## src/rtl/slip_pkg.sv

```systemverilog
// Shared constants and the per-beat SLIP decode function for the receive path.
// The decode is pure so the top can drive it from the current escape state.
package slip_pkg;

    localparam int N     = 5;
    localparam int NB    = N * 8;
    localparam int ERR_W = $clog2(N + 1);

    localparam logic [7:0] END_B   = 8'hC0;
    localparam logic [7:0] ESC_B   = 8'hDB;
    localparam logic [7:0] ESC_END = 8'hDC;
    localparam logic [7:0] ESC_ESC = 8'hDD;

    typedef struct packed {
        logic [NB-1:0]    data;
        logic [N-1:0]     keep;
        logic             esc_out;
        logic [ERR_W-1:0] err;
    } decode_t;

    // Byte N-1 is first in stream order, so the escape flag ripples from the top byte down.
    function automatic decode_t slip_decode_beat(input logic [NB-1:0] data,
                                                 input logic [N-1:0]  keep,
                                                 input logic          esc_in);
        decode_t    r;
        logic       esc;
        logic [7:0] b;
        r   = '0;
        esc = esc_in;
        for (int i = N - 1; i >= 0; i--) begin
            b = data[i*8 +: 8];
            if (keep[i]) begin
                if (!esc) begin
                    if (b == ESC_B) begin
                        esc = 1'b1;
                    end else if (b != END_B) begin
                        r.data[i*8 +: 8] = b;
                        r.keep[i]        = 1'b1;
                    end
                end else begin
                    esc       = 1'b0;
                    r.keep[i] = 1'b1;
                    case (b)
                        ESC_END: r.data[i*8 +: 8] = END_B;
                        ESC_ESC: r.data[i*8 +: 8] = ESC_B;
                        default: begin
                            r.data[i*8 +: 8] = b;
                            r.err            = r.err + ERR_W'(1);
                        end
                    endcase
                end
            end
        end
        r.esc_out = esc;
        return r;
    endfunction

endpackage

```

## src/rtl/axis_skid_buffer.sv

```systemverilog
// Two-entry AXI-Stream register stage with a registered ready: an output register
// plus one skid entry that catches the beat accepted while ready was still high.
module axis_skid_buffer #(
    parameter int width = 8
) (
    input  logic             aclk,
    input  logic             aresetn,
    input  logic [width-1:0] in_data,
    input  logic             in_valid,
    output logic             in_ready,
    output logic [width-1:0] out_data,
    output logic             out_valid,
    input  logic             out_ready
);

    logic [width-1:0] skid_data;
    logic             skid_valid;
    logic             in_fire;
    logic             load_out;
    logic             skid_fill;
    logic             skid_valid_next;

    assign in_fire   = in_valid & in_ready;
    assign load_out  = out_ready | ~out_valid;
    assign skid_fill = in_fire & ~load_out;

    always_comb begin
        skid_valid_next = skid_valid;
        if (skid_valid) begin
            skid_valid_next = ~load_out;
        end else begin
            skid_valid_next = skid_fill;
        end
    end

    // Ready simply mirrors "skid will be empty", so it is known one cycle ahead.
    always_ff @(posedge aclk or negedge aresetn) begin
        if (!aresetn) begin
            in_ready   <= 1'b0;
            skid_valid <= 1'b0;
            skid_data  <= '0;
            out_valid  <= 1'b0;
            out_data   <= '0;
        end else begin
            in_ready   <= ~skid_valid_next;
            skid_valid <= skid_valid_next;
            if (skid_fill) begin
                skid_data <= in_data;
            end
            if (load_out) begin
                if (skid_valid) begin
                    out_data  <= skid_data;
                    out_valid <= 1'b1;
                end else if (in_fire) begin
                    out_data  <= in_data;
                    out_valid <= 1'b1;
                end else begin
                    out_valid <= 1'b0;
                end
            end
        end
    end

endmodule

```

## src/rtl/slip_unescape.sv

```systemverilog
// SLIP unescaper: decodes accepted beats in place, marks dropped bytes via tkeep,
// and registers the result through a skid stage.
module slip_unescape
    import slip_pkg::*;
(
    input  logic          aclk,
    input  logic          aresetn,
    input  logic [NB-1:0] in_tdata,
    input  logic [N-1:0]  in_tkeep,
    input  logic          in_tvalid,
    output logic          in_tready,
    output logic [NB-1:0] out_tdata,
    output logic [N-1:0]  out_tkeep,
    output logic          out_tvalid,
    input  logic          out_tready,
    output logic [15:0]   err_cnt
);

    logic            esc_pend;
    decode_t         dec;
    logic            in_fire;
    logic [16:0]     err_sum;
    logic [NB+N-1:0] skid_out;

    assign dec     = slip_decode_beat(in_tdata, in_tkeep, esc_pend);
    assign in_fire = in_tvalid & in_tready;
    assign err_sum = {1'b0, err_cnt} + 17'(dec.err);

    // Escape state and error count only move on accepted beats.
    always_ff @(posedge aclk or negedge aresetn) begin
        if (!aresetn) begin
            esc_pend <= 1'b0;
            err_cnt  <= '0;
        end else if (in_fire) begin
            esc_pend <= dec.esc_out;
            err_cnt  <= err_sum[16] ? 16'hFFFF : err_sum[15:0];
        end
    end

    axis_skid_buffer #(
        .width (NB + N)
    ) u_skid (
        .aclk      (aclk),
        .aresetn   (aresetn),
        .in_data   ({dec.data, dec.keep}),
        .in_valid  (in_tvalid),
        .in_ready  (in_tready),
        .out_data  (skid_out),
        .out_valid (out_tvalid),
        .out_ready (out_tready)
    );

    assign out_tdata = skid_out[NB+N-1:N];
    assign out_tkeep = skid_out[N-1:0];

endmodule
```

## config.mk

```make
export PLATFORM = sky130hd
export DESIGN_NAME = slip_unescape
export DESIGN_NICKNAME = d
export VERILOG_FILES = /design/src/rtl/slip_pkg.sv /design/src/rtl/axis_skid_buffer.sv /design/src/rtl/slip_unescape.sv
export SDC_FILE = /design/constraint.sdc
export NUM_CORES = 1
export LEC_CHECK = 0
export ABC_AREA = 1
export CAP_MARGIN = 20
export CORE_MARGIN = 3
export CORE_UTILIZATION = 54
export CTS_CLUSTER_SIZE = 25
export DETAILED_ROUTE_END_ITERATION = 8
export GPL_TIMING_DRIVEN = 0
export PLACE_DENSITY = 0.81
export SLEW_MARGIN = 20
export SYNTH_ARGS = -nofsm -noshare
export SYNTH_HDL_FRONTEND = slang
export SYNTH_HIERARCHICAL = 1
export SYNTH_SLANG_ARGS = --single-unit
```

## constraint.sdc

```tcl
create_clock -name aclk -period 4.7 [get_ports aclk]
set_input_delay 0.94 -clock aclk [delete_from_list [all_inputs] [get_ports aclk]]
set_output_delay 0.94 -clock aclk [all_outputs]
set_load 0.005 [all_outputs]
```

-- After elaboration in Yosys (flattened, before gate mapping)
Index checks and enable logic that the tools add are counted.
- input bits: 49
- register bits: 110
- output and inout bits: 63
- logic and storage cells: 126
- add/sub/neg operators: 5
- multiplexer cells: 81
- bitwise gates (word level): 6
- reduce and logical (&&, ||, !) cells: 7
- equality and inequality tests: 20
- operators with widths (operator ; count):
    two-way mux 8 bit ; 20
    equality test 8 bit, second input constant ; 15
    two-way mux 45 bit ; 2
    case mux 8 bit (2 select lines) ; 5
    two-way mux 1 bit ; 40
    != test 8 bit, second input constant ; 5
    two-way mux 3 bit ; 13
    adder 16 x 3 -> 17 bit ; 1
    two-way mux 16 bit ; 1
    adder 3 x 1 -> 3 bit, second input constant ; 4
    OR reduction 2 bit ; 5
    inverter 1 bit ; 3
    AND 1 bit ; 2
    AND reduction 2 bit ; 1
    nonzero test 2 bit ; 1
    OR 1 bit ; 1

-- Depth between registers and ports, before layout
- depth after elaboration: 23
- mapped depth: 33
- depth with buffers taken out: 33

-- Modules after synthesis
The synthesis kept the hierarchy.
- modules (own cells, without submodules) (module ; area an instance (um2) ; cells an instance ; times used ; seq. area each (um2)):
    axis_skid_buffer ; 4259.1 ; 540 ; 1 ; 2327.2
    slip_unescape ; 2144.6 ; 360 ; 1 ; 425.4

-- Least setup slack after synthesis
No wires, ideal clock.
- path type: input-to-reg
- start: input in_tdata[28]
- end: register err_cnt[12]
- slack: 0.125 ns
- stages: 27
- path buffers: 0
- library setup time: 0.119 ns
- data required time: 4.581 ns
- arrival: 4.456 ns
- cells stage by stage: inv_2 -> nor3_2 -> inv_1 -> nor4_1 -> inv_1 -> ha_1 -> nand2_1 -> nand2_1 -> ha_1 -> nand2_1 -> nor2_1 -> nor2_1 -> inv_1 -> nand3_1 -> nand2_1 -> inv_1 -> ha_1 -> o21ai_1 -> fa_1 -> o21bai_1 -> nand3_1 -> nor2_1 -> nand2_1 -> nor4_1 -> inv_1 -> o22ai_1 -> inv_1
- word-level cells in the longest chain between the ends: 19
- elaborated cells on any way between the ends: 28
- classes of those cells: add/sub (4); eq/ne (3); mux (20); reduce/logical (1)
- ends and longest elaborated chain (what ; line ; text):
    start: declaration ; slip_unescape.sv:8 ; input logic [NB-1:0] in_tdata,
    equality test 8 bit ; slip_pkg.sv:43 ; case (b)
    OR reduction 2 bit (no line) ; -- ;
    two-way mux 3 bit ; slip_pkg.sv:43 ;
    two-way mux 3 bit ; slip_pkg.sv:33 ; if (!esc) begin
    two-way mux 3 bit ; slip_pkg.sv:32 ; if (keep[i]) begin
    adder 3 x 1 -> 3 bit ; slip_pkg.sv:48 ; r.err = r.err + ERR_W'(1);
    two-way mux 3 bit ; slip_pkg.sv:43 ;
    two-way mux 3 bit ; slip_pkg.sv:33 ;
    [... 3 more ...] ; -- ;
    two-way mux 3 bit ; slip_pkg.sv:33 ;
    two-way mux 3 bit ; slip_pkg.sv:32 ;
    adder 3 x 1 -> 3 bit ; slip_pkg.sv:48 ;
    two-way mux 3 bit ; slip_pkg.sv:43 ;
    two-way mux 3 bit ; slip_pkg.sv:33 ;
    two-way mux 3 bit * ; slip_pkg.sv:32 ;
    adder 16 x 3 -> 17 bit * ; slip_unescape.sv:27 ; assign err_sum = {1'b0, err_cnt} + 17'(dec.err);
    two-way mux 16 bit * ; slip_unescape.sv:36 ; err_cnt <= err_sum[16] ? 16'hFFFF : err_sum[15:0];
    end signal: assignment ; slip_unescape.sv:36 ;
    end: declaration ; slip_unescape.sv:16 ; output logic [15:0] err_cnt
Every way passes the cells marked *; elsewhere a longest branch is shown, timed or not.
A chain may end at the register's enable or synchronous reset.

-- Final worst setup path
- start: input in_tdata[29]
- end: register err_cnt[2]
Same word-level chain as after synthesis.

==> run summary <==
Mapped Avg Cell Area - 7.12 sq um
DRT Pass-1 Iters - 7
WP data required - 4.96 ns
Peak supply drop - 196 uV
Largest net degree at the start of global routing - 81
Post-synthesis cell count - 900
Post-synth EDFFs - 0
Power Density - 359 nW/um^2
Yosys top cell area share - 43.0%
Routed WL per cell - 14.0 microns
Initial antenna violation count - 0
Num ports - 112
CP Class - input port to flip-flop
Area grow syn2layout - 31.6%
Ant diodes - 0
Static Leak - 0.00459 uW
Seq cells post-synth - 110
CTS tree - done
Synth unique cells - 39
Ys async rst share - 100%
# rows - 39
Post-synthesis sequential area ratio - 43.0%
Nets - 1,101
Final Max Tran Viols - 0
Synth Warn # - 6
Core area - 11,500 sq um
Vias - 6,102
CTS H-tree lvls - 3
Fmax - 0.214 GHz
DR iter-0 viols - 477
Max-cap violations - 0
Worst skew pair latency - 0.34 ns
Period utilization - 99.5%
Top cells by count, synth - nand2_1, dfrtp_1, inv_1
CP endpoint kind - flip-flop
Outcome - finished, final reports clean
Vias in the first global route - 5,618
Tot GR Track Use - 24.9%
Synth area leaders - dfrtp_1, nand2_1, nand3_1
CTS Buffer Depth - 2
Critical R2R Launch - esc_pend
Main synth FF type - dfrtp_1
First-pass GRT wire length - 26,700 microns
Setup_tns - 0 ns
Die H - 115 microns
Count leader, synth - nand2_1
Setup-failing EPs final - 0
Post-Synthesis Cell Area - 6400 sq um
DRC Markers - 0
Reg2reg end - err_cnt[2]
Initial Util - 55.6%
DIE AREA - 13,200 sq um
Hold Crit Class - input port to asynchronous set/reset pin
Slew @ Worst Pin - 0.610 ns
IO buf count - 111
Startpoint Class - input port
Placed Area - 7720 sq um
Post-route design area - 8430 sq um
Syn_nets - 956
Crit-path max FO - 5
WHS - 0.467 ns
Leading area contributor after synthesis - dfrtp_1
CP Launch Point - in_tdata[29]
Clk pin slew, worst setup/hold paths - 0.07 ns
Fin crit period - 4.68 ns
Overflow after GRT - 0
Post-CTS Hold Fix Bufs - 0
Root Buffer - clkbuf_16
CP delay by family, top - simple AND/OR/NAND/NOR gates
Fin. Hold Viols - 0
Post-DP HPWL - 11,200 microns
CTS sink cnt - 110
Share of post-route cells with drive strength above 1 - 15.6%
Width of the die - 115 microns
WP buf/inv - 8
Cts bufs inserted - 9
Vias/cell - 5.12
R2R setup slack - 0.50 ns
Detail Route Antenna Nets - 0
Critical Path Max Stage Delay - 0.29 ns
Max transition margin - 58.9%
Worst r2r path cells - 31
Setup Skew - 0.00464 ns
Routed wire length - 16,700 microns
GPL Wtd Cong - 0.849
Critical Path AT - 4.93 ns
Critical path endpoint - err_cnt[2]
Highest-delay cell along the critical path - ha_4
WP depth - 30
==> placed cells by master, fill, tap and decap left out, types with 6 or more instances in the layout <==
cell             Yosys  routed
nand2_1            436     426
dfrtp_1            110     110
clkdlybuf4s50_1      0      94
inv_1               91      80
nand3_1             69      66
nor2_1              47      42
buf_4                1      23
buf_6               15      19
buf_2               16      17
inv_2                5      14
nand2_2              6      14
nor3_1              11      10
nand4_1             10      10
nand2_4              8      10
clkbuf_16            0       9
o21ai_0              8       8
nand3_2              3       6
dlymetal6s2s_1       0       6
==> layer usage <==
metal	up-vias	track usage (%)	part of all wire, %
met5	-	0	0
met4	0	7.67	1.9
met3	31	3.53	4.5
met2	184	40.2	49
met1	2817	35.1	45
li1	3070	-	-
==> worst min path at each step <==
| stage | start | to | cells after the start |
|---|---|---|---|
| 3_5_place_dp | u_skid/skid_data[33] | u_skid/skid_data[33] | 2 |
| 2_1_floorplan | u_skid/skid_data[42] | u_skid/skid_data[42] | 2 |
| 6_report | aresetn | u_skid/out_data[42] | 1 |
| 3_3_place_gp | u_skid/skid_data[12] | u_skid/skid_data[12] | 2 |
| 4_1_cts | aresetn | u_skid/out_data[39] | 1 |
| 5_1_grt | aresetn | u_skid/out_data[39] | 1 |
==> kinds of logic (layout without fill, tap and decap cells) <==
logic type / after synthesis / after routing / synth area share (%)
adder cells (fa/ha/maj): 7 / 7 / 1.48
flip-flops: 110 / 110 / 43.0
buffers and inverters: 129 / 278 / 9.73
XOR/XNOR: 4 / 4 / 0.547
AO/OA/AOI/OAI: 34 / 34 / 3.28
AND/OR/NAND/NOR: 616 / 616 / 42.0
==> layout make-up <==
| cell class | instances | area (sq um) |
|---|---|---|
| multi-input cells | 661 | 3260 |
| well taps | 143 | 179 |
| repair buffers | 134 | 1300 |
| fillers | 890 | 3090 |
| clock buffers | 12 | 267 |
| flip-flops and latches | 110 | 2750 |
| inverters | 97 | 373 |
| plain buffers | 32 | 263 |
| clock inverters | 3 | 42.5 |
==> registers in the layout (all words and copies together), names as in the netlist <==
register and flops:
err_cnt 16, u_skid/skid_valid 1, u_skid/in_ready 1, esc_pend 1, u_skid/out_valid 1, u_skid/out_data 45
u_skid/skid_data 45
==> report_power, final <==
group / internal, uW / switching (uW)
Combinational: 462 / 476
Sequential: 1160 / 135
Clock: 453 / 336
Total: 2080 / 947
==> stage by stage <==
stage | setup WS (ns) | utilization, % | power (uW) | cells
floorplan | 0.125 | - | 1740 | 900
finish | 0.0237 | 73.2 | 3020 | 1192
global placement | -1.57 | 66.8 | 2140 | 1154
detailed placement | -1.01 | 67.1 | 2170 | 1155
global route | -0.206 | 73.2 | 3210 | 1192
CTS | 0.00270 | 71.7 | 2990 | 1187
==> timing repair <==
| action | CTS | global route |
|---|---|---|
| pin swaps | 20 | 26 |
| gates cloned | 1 | 0 |
| buffers inserted | 16 | 5 |
| hold endpoints to repair | 0 | 0 |
| resized for setup | 40 | 57 |
| endpoints found under the setup margin | 16 | 16 |
Note: power is estimated with default switching activity, not from simulation.
